<file path="config.mk">
export PLATFORM = sky130hd
export DESIGN_NAME = config_arbiter_flat
export DESIGN_NICKNAME = d
export VERILOG_FILES = /design/src/rtl/config_arbiter_if.sv /design/src/rtl/config_arbiter.sv /design/src/flat_wrapper.sv
export SDC_FILE = /design/constraint.sdc
export NUM_CORES = 1
export LEC_CHECK = 0
export CAP_MARGIN = 20
export CORE_MARGIN = 2
export CORE_UTILIZATION = 31
export CTS_BUF_LIST = sky130_fd_sc_hd__clkbuf_16
export DETAILED_ROUTE_END_ITERATION = 12
export PLACE_DENSITY = 0.72
export SLEW_MARGIN = 15
export SYNTH_ARGS = -nofsm -noshare
export SYNTH_HDL_FRONTEND = slang
export SYNTH_SLANG_ARGS = --single-unit
</file>
<file path="constraint.sdc">
create_clock -name clk -period 1.55 [get_ports clk]
set_input_delay 0.2325 -clock clk [delete_from_list [all_inputs] [get_ports clk]]
set_output_delay 0.2325 -clock clk [all_outputs]
set_load 0.02 [all_outputs]
</file>
<file path="src/rtl/config_arbiter_if.sv">
// rtl/config_arbiter_if.sv - config write bus interface
//
// Purpose: carries one config write (addr, data, valid) from a single master
//          to a config splitter / decoder.
// Signals:
//   addr   ADDR_WIDTH  write address
//   data   DATA_WIDTH  write data
//   valid  1           one-cycle write strobe
// Modports: m (driver), s (receiver)
interface config_i #(
  parameter int ADDR_WIDTH = 32,
  parameter int DATA_WIDTH = 64
);
  logic [ADDR_WIDTH-1:0] addr;
  logic [DATA_WIDTH-1:0] data;
  logic                  valid;

  modport m (output addr, output data, output valid);
  modport s (input addr, input data, input valid);
endinterface

</file>
<file path="src/rtl/config_arbiter.sv">
// rtl/config_arbiter.sv - round-robin arbiter sharing one config write bus
//
// Purpose: accepts writes from NUM_REQUESTERS masters with round-robin
//          priority, registers the winner onto a single config_i master port
//          and enforces MIN_GAP idle cycles after each issued write.
// Ports:
//   clk        in   1                        clock
//   rst_n      in   1                        async assert, active-low reset
//   req_valid  in   NUM_REQUESTERS           per-requester write request
//   req_ready  out  NUM_REQUESTERS           per-requester accept (one-hot/zero)
//   req_addr   in   NUM_REQUESTERS*ADDR_WIDTH per-requester address
//   req_data   in   NUM_REQUESTERS*DATA_WIDTH per-requester data
//   out        config_i.m                    arbitrated write (addr, data, valid)
//   grant_idx  out  IDX_W                    requester behind current out.valid
//   busy       out  1                        out.valid high or gap pending
module config_arbiter #(
  parameter int NUM_REQUESTERS = 2,
  parameter int ADDR_WIDTH     = 32,
  parameter int DATA_WIDTH     = 64,
  parameter int MIN_GAP        = 0,
  localparam int IDX_W         = (NUM_REQUESTERS > 1) ? $clog2(NUM_REQUESTERS) : 1
) (
  input  logic                                       clk,
  input  logic                                       rst_n,
  input  logic [NUM_REQUESTERS-1:0]                  req_valid,
  output logic [NUM_REQUESTERS-1:0]                  req_ready,
  input  logic [NUM_REQUESTERS-1:0][ADDR_WIDTH-1:0]  req_addr,
  input  logic [NUM_REQUESTERS-1:0][DATA_WIDTH-1:0]  req_data,
  config_i.m                                         out,
  output logic [IDX_W-1:0]                           grant_idx,
  output logic                                       busy
);

  localparam int GAP_W = (MIN_GAP > 0) ? $clog2(MIN_GAP + 1) : 1;

  logic [IDX_W-1:0] last_grant;
  logic [GAP_W-1:0] gap_cnt;
  logic [IDX_W-1:0] cand;
  logic [IDX_W-1:0] winner;
  logic             found;
  logic             grant_ok;

  // Search starts one past the previous winner so every continuously
  // requesting master is served once per NUM_REQUESTERS grants.
  always_comb begin
    cand   = '0;
    winner = '0;
    found  = 1'b0;
    for (int k = 1; k <= NUM_REQUESTERS; k++) begin
      cand = IDX_W'((int'(last_grant) + k) % NUM_REQUESTERS);
      if (!found && req_valid[cand]) begin
        found  = 1'b1;
        winner = cand;
      end
    end
  end

  // Eligibility looks only at the registered gap count, so a request that
  // shows up as the count reaches zero waits for the following cycle.
  // rst_n is included so req_ready is low for the whole reset assertion.
  assign grant_ok = rst_n && (gap_cnt == '0) && found;

  always_comb begin
    req_ready = '0;
    for (int i = 0; i < NUM_REQUESTERS; i++) begin
      req_ready[i] = grant_ok && (winner == IDX_W'(i));
    end
  end

  always_ff @(posedge clk or negedge rst_n) begin
    if (!rst_n) begin
      out.valid  <= 1'b0;
      out.addr   <= '0;
      out.data   <= '0;
      grant_idx  <= '0;
      gap_cnt    <= '0;
      last_grant <= IDX_W'(NUM_REQUESTERS - 1);
    end else begin
      out.valid <= grant_ok;
      if (grant_ok) begin
        out.addr   <= req_addr[winner];
        out.data   <= req_data[winner];
        grant_idx  <= winner;
        last_grant <= winner;
        gap_cnt    <= GAP_W'(MIN_GAP);
      end else if (gap_cnt != '0) begin
        gap_cnt <= gap_cnt - GAP_W'(1);
      end
    end
  end

  assign busy = out.valid || (gap_cnt != '0);

endmodule

</file>
<file path="src/flat_wrapper.sv">
// flat-port wrapper written by rule: the top's interface ports become plain ports
module config_arbiter_flat 
#(
  parameter int NUM_REQUESTERS = 2,
  parameter int ADDR_WIDTH     = 32,
  parameter int DATA_WIDTH     = 64,
  parameter int MIN_GAP        = 0,
  localparam int IDX_W         = (NUM_REQUESTERS > 1) ? $clog2(NUM_REQUESTERS) : 1
)
  (clk, rst_n, req_valid, req_ready, req_addr, req_data, grant_idx, busy, out_addr, out_data, out_valid);
  config_i #(.ADDR_WIDTH(ADDR_WIDTH), .DATA_WIDTH(DATA_WIDTH)) out_i ();
  input  logic clk;
  input  logic rst_n;
  input  logic [NUM_REQUESTERS-1:0] req_valid;
  output logic [NUM_REQUESTERS-1:0] req_ready;
  input  logic [NUM_REQUESTERS-1:0][ADDR_WIDTH-1:0] req_addr;
  input  logic [NUM_REQUESTERS-1:0][DATA_WIDTH-1:0] req_data;
  output logic [IDX_W-1:0] grant_idx;
  output logic busy;
  output wire logic [$bits(out_i.addr)-1:0] out_addr;
  output wire logic [$bits(out_i.data)-1:0] out_data;
  output wire logic [$bits(out_i.valid)-1:0] out_valid;
  assign out_addr = out_i.addr;
  assign out_data = out_i.data;
  assign out_valid = out_i.valid;
  config_arbiter #(.NUM_REQUESTERS(NUM_REQUESTERS), .ADDR_WIDTH(ADDR_WIDTH), .DATA_WIDTH(DATA_WIDTH), .MIN_GAP(MIN_GAP)) u_core (.clk(clk), .rst_n(rst_n), .req_valid(req_valid), .req_ready(req_ready), .req_addr(req_addr), .req_data(req_data), .out(out_i), .grant_idx(grant_idx), .busy(busy));
endmodule
</file>
==> run_results.csv <==
group,metric,value,unit
sta,grt_setup_unrepaired,"yes",
sta,skew,4.33,ps
place,port_buffers,296,
yosys,synth_common_cells,"98 x dfrtp_1, 96 x a221o_1, 67 x and2_0",
global_route,gr-usage-all-layers,21.3,%
detailed_routing,via_count,4151,
yosys,yosysSeqAreaShare,58.3,%
min_path,worstHoldPathType,"in -> async",
yosys,synth_flop_cell,"dfrtp_1",
sta,period_share,101,%
final_layout,syn2layout_area_growth,87.2,%
clock_tree,cts_tree,"yes",
sta,hold_ws,137,ps
die,die_x,121,um
global_route,grt_busiest_layer,"met2",
setup_path,cp-start-kind,"register",
die,core,0.0133,mm^2
job,drv_cap,0,
yosys,synth-seq-cells,99,
yosys,synth.largest_area_cell,"dfrtp_1",
setup_path,worstSetupPathType,"reg -> out",
detailed_routing,wire_per_inst,20.6,um
detailed_routing,routed_wl,16700,um
yosys,synth.top_cell.area_share,57.7,%
power_and_ir_drop,power.internal,5570,uW
power_and_ir_drop,comb_power_share,32.5,%
sta,fin_crit,1560,ps
die,initial_core_util,32.0,%
setup_path,crit_chain,"inv_2 -> a21oi_4 -> buf_12 -> buf_12",
final_layout,design_area,0.00796,mm^2
yosys,yosysMostFrequentCell,"dfrtp_1",
place,placed_cell_area,0.00748,mm^2
sta,tightestPinTransition,836,ps
global_route,grt_pass1_vias,4431,
outcome,status,"finished with violations",
setup_path,end_kind,"output port",
global_route,grt_pass1_wl,24000,um
detailed_routing,vias_per_cell,5.12,
global_route,antenna_found_initial,1,
yosys,ys_warn_count,0,
power_and_ir_drop,peakVddDrop,0.675,mV
power_and_ir_drop,clock_power_share,27.6,%
setup_path,cp_data_arrival_time,1330,ps
final_layout,nets,825,
global_route,overflow,0,
clock_tree,cts_buffers,9,
global_route,grtUsageMet3,8.41,%
setup_path,crit_fanout,2,
setup_path,crit_path_top_delay_cell,"dfstp_2",
setup_path,reg2reg_from,"u_core.last_grant$_DFFE_PN1P_",
sta,slew_violations,0,
die,rows,42,
place,gp_congestion,0.749,
global_route,use_met2,38.2,%
yosys,synth_area,0.00425,mm^2
clock_tree,clock_latency,350,ps
place,dpl.hpwl,10900,um
yosys,synthTopCellsByArea,"dfrtp_1 58%, a221o_1 23%, and2_0 9.9%, and2_1 4.3%, clkbuf_1 1.6%",
clock_tree,clock_sinks,99,
global_route,use_met1,22.9,%
yosys,synth_cell_types,14,
yosys,async_reset_ff_share,100,%
die,dieArea,0.0147,mm^2
die,pin_count,297,
power_and_ir_drop,seq_power_share,39.9,%
clock_tree,cts_root_buf,"clkbuf_16",
yosys,netlist_instances,331,
clock_tree,htreeDepth,3,
power_and_ir_drop,power.switching,2360,uW
sta,fin_ws,-11.5,ps
global_route,grt_max_degree,70,
setup_path,cp_common_cell,"buf_12",
sta,hold_violations,0,
final_layout,layout-drive-gt1-share,6.78,%
final_layout,fillers,1138,
clock_tree,path_clk_slew,70,ps
power_and_ir_drop,power-per-cell-area,996,mW/mm^2
sta,fmax,640,MHz
final_layout,diodes,0,
sta,slew_headroom,44.3,%
detailed_routing,first_pass_iters,4,
detailed_routing,antenna_left,0,
detailed_routing,drc,0,
outcome,violations,"setup timing",
yosys,synth-edff-count,0,
setup_path,required,1320,ps
yosys,avgSynthCellArea,12.8,um^2
detailed_routing,initialDrtViolationCount,202,
setup_path,max_stage_delay,540,ps
power_and_ir_drop,switching_share,29.7,%
setup_path,cp-startpoint,"u_core.last_grant$_DFFE_PN1P_",
die,die_height,121,um
power_and_ir_drop,p_leak,0.00375,uW
sta,setup_violations,1,
yosys,syn_nets,527,
clock_tree,cts_buffer_depth,2,
state kept, by name (all words and copies together), names as in the netlist:
name / count
u_core.out.addr: 32
u_core.out.valid: 1
u_core.last_grant: 1
u_core.out.data: 64
u_core.grant_idx: 1
metal layers:
metal / vias to the layer above / routed length [um]
met5: - / 0
met4: 0 / 343
met3: 23 / 1350
met2: 194 / 8810
met1: 2071 / 6210
li1: 1863 / -
area by class of cell:
| cell class | count | area [um^2] | share of cell area, % |
|---|---|---|---|
| clock inverters | 7 | 60.1 | 0.755 |
| multi-input cells | 199 | 1630 | 20.5 |
| well taps | 176 | 220 | 2.77 |
| flip-flops and latches | 99 | 2480 | 31.2 |
| repair buffers | 318 | 3330 | 41.9 |
| clock buffers | 9 | 225 | 2.83 |
| inverters | 2 | 7.51 | 0.0944 |
final timing paths:
| kind | endpoint | slack [ps] | cells past startpoint |
|---|---|---|---|
| setup / recovery | req_ready[0] | -10 | 4 |
| max in group asynchronous | u_core.out.addr[28]$_DFFE_PN0P_ | 670 | 3 |
| hold / removal | u_core.out.data[50]$_DFFE_PN0P_ | 140 | 2 |
| min in group clk | u_core.out.valid$_DFF_PN0_ | 400 | 4 |
| setup reg to reg | u_core.out.data[55]$_DFFE_PN0P_ | 30 | 5 |
| hold reg to reg | u_core.grant_idx$_DFFE_PN0P_ | 490 | 1 |
critical path: cells and delay by family, from the launching register on:
kind | cells | cell delay, ps
AOI/OAI and AO/OA | 1 | 160
buffers and inverters | 3 | 280
DFF | 1 | 540
cells by family after synthesis:
kind of cell | count (synthesis) | share of synthesized area, %
compound gates | 101 | 23.6
buf+inv | 33 | 3.80
flops | 99 | 58.3
simple gates | 98 | 14.3
power by group through the flow:
stage               registers [uW]  clock network [uW]  logic (uW)
finish                        3160                2190        2580
global route                  3210                2350        2740
CTS                           3170                2240        2570
detailed placement            3210                   0        2700
global placement              3200                   0        2660
floorplan                     3670                   0         644
placed cells by master, fill, tap and decap left out:
master           synthesis  layout
buf_12                   0       7
clkinvlp_4               0       1
a221o_1                 96      96
inv_2                    0       1
buf_6                    1       2
clkdlybuf4s50_1          0     193
and2_0                  67      67
a21o_1                   2       2
clkinv_2                 0       3
o21ai_4                  0       1
dlygate4sd2_1            0      73
dfrtp_1                 98      98
dlymetal6s2s_1           0      27
nand2_1                  2       2
and2_1                  29      29
a21oi_4                  0       2
bufinv_16                0       1
buf_16                   0       3
buf_4                    6       8
dlygate4sd3_1            0       1
bufbuf_16                0       1
clkbuf_16                0      12
dfstp_2                  1       1
inv_1                    2       2
clkinv_1                 0       1
through the flow:
stage | power (uW) | setup slack, ps | util (%) | TNS (ps) | instances
4_1_cts | 7980 | -79.5 | 58.5 | -3990 | 805
3_5_place_dp | 5920 | -219 | 56.2 | -17920 | 783
5_1_grt | 8300 | -59.7 | 59.8 | -64.8 | 810
2_1_floorplan | 4320 | 189 | - | 0 | 331
6_report | 7920 | -11.5 | 59.8 | -11.5 | 810
3_3_place_gp | 5870 | -177 | 56.2 | -15180 | 783
what timing repair did:
item                                   CTS  global route
gates cloned                             2             4
resized for setup                       74            31
hold buffers                             1             0
setup buffers                            4             1
endpoints found under the hold margin   34             0
setup endpoints to repair               74           102
pin swaps                                2             0
Note: power is estimated with default switching activity, not from simulation.
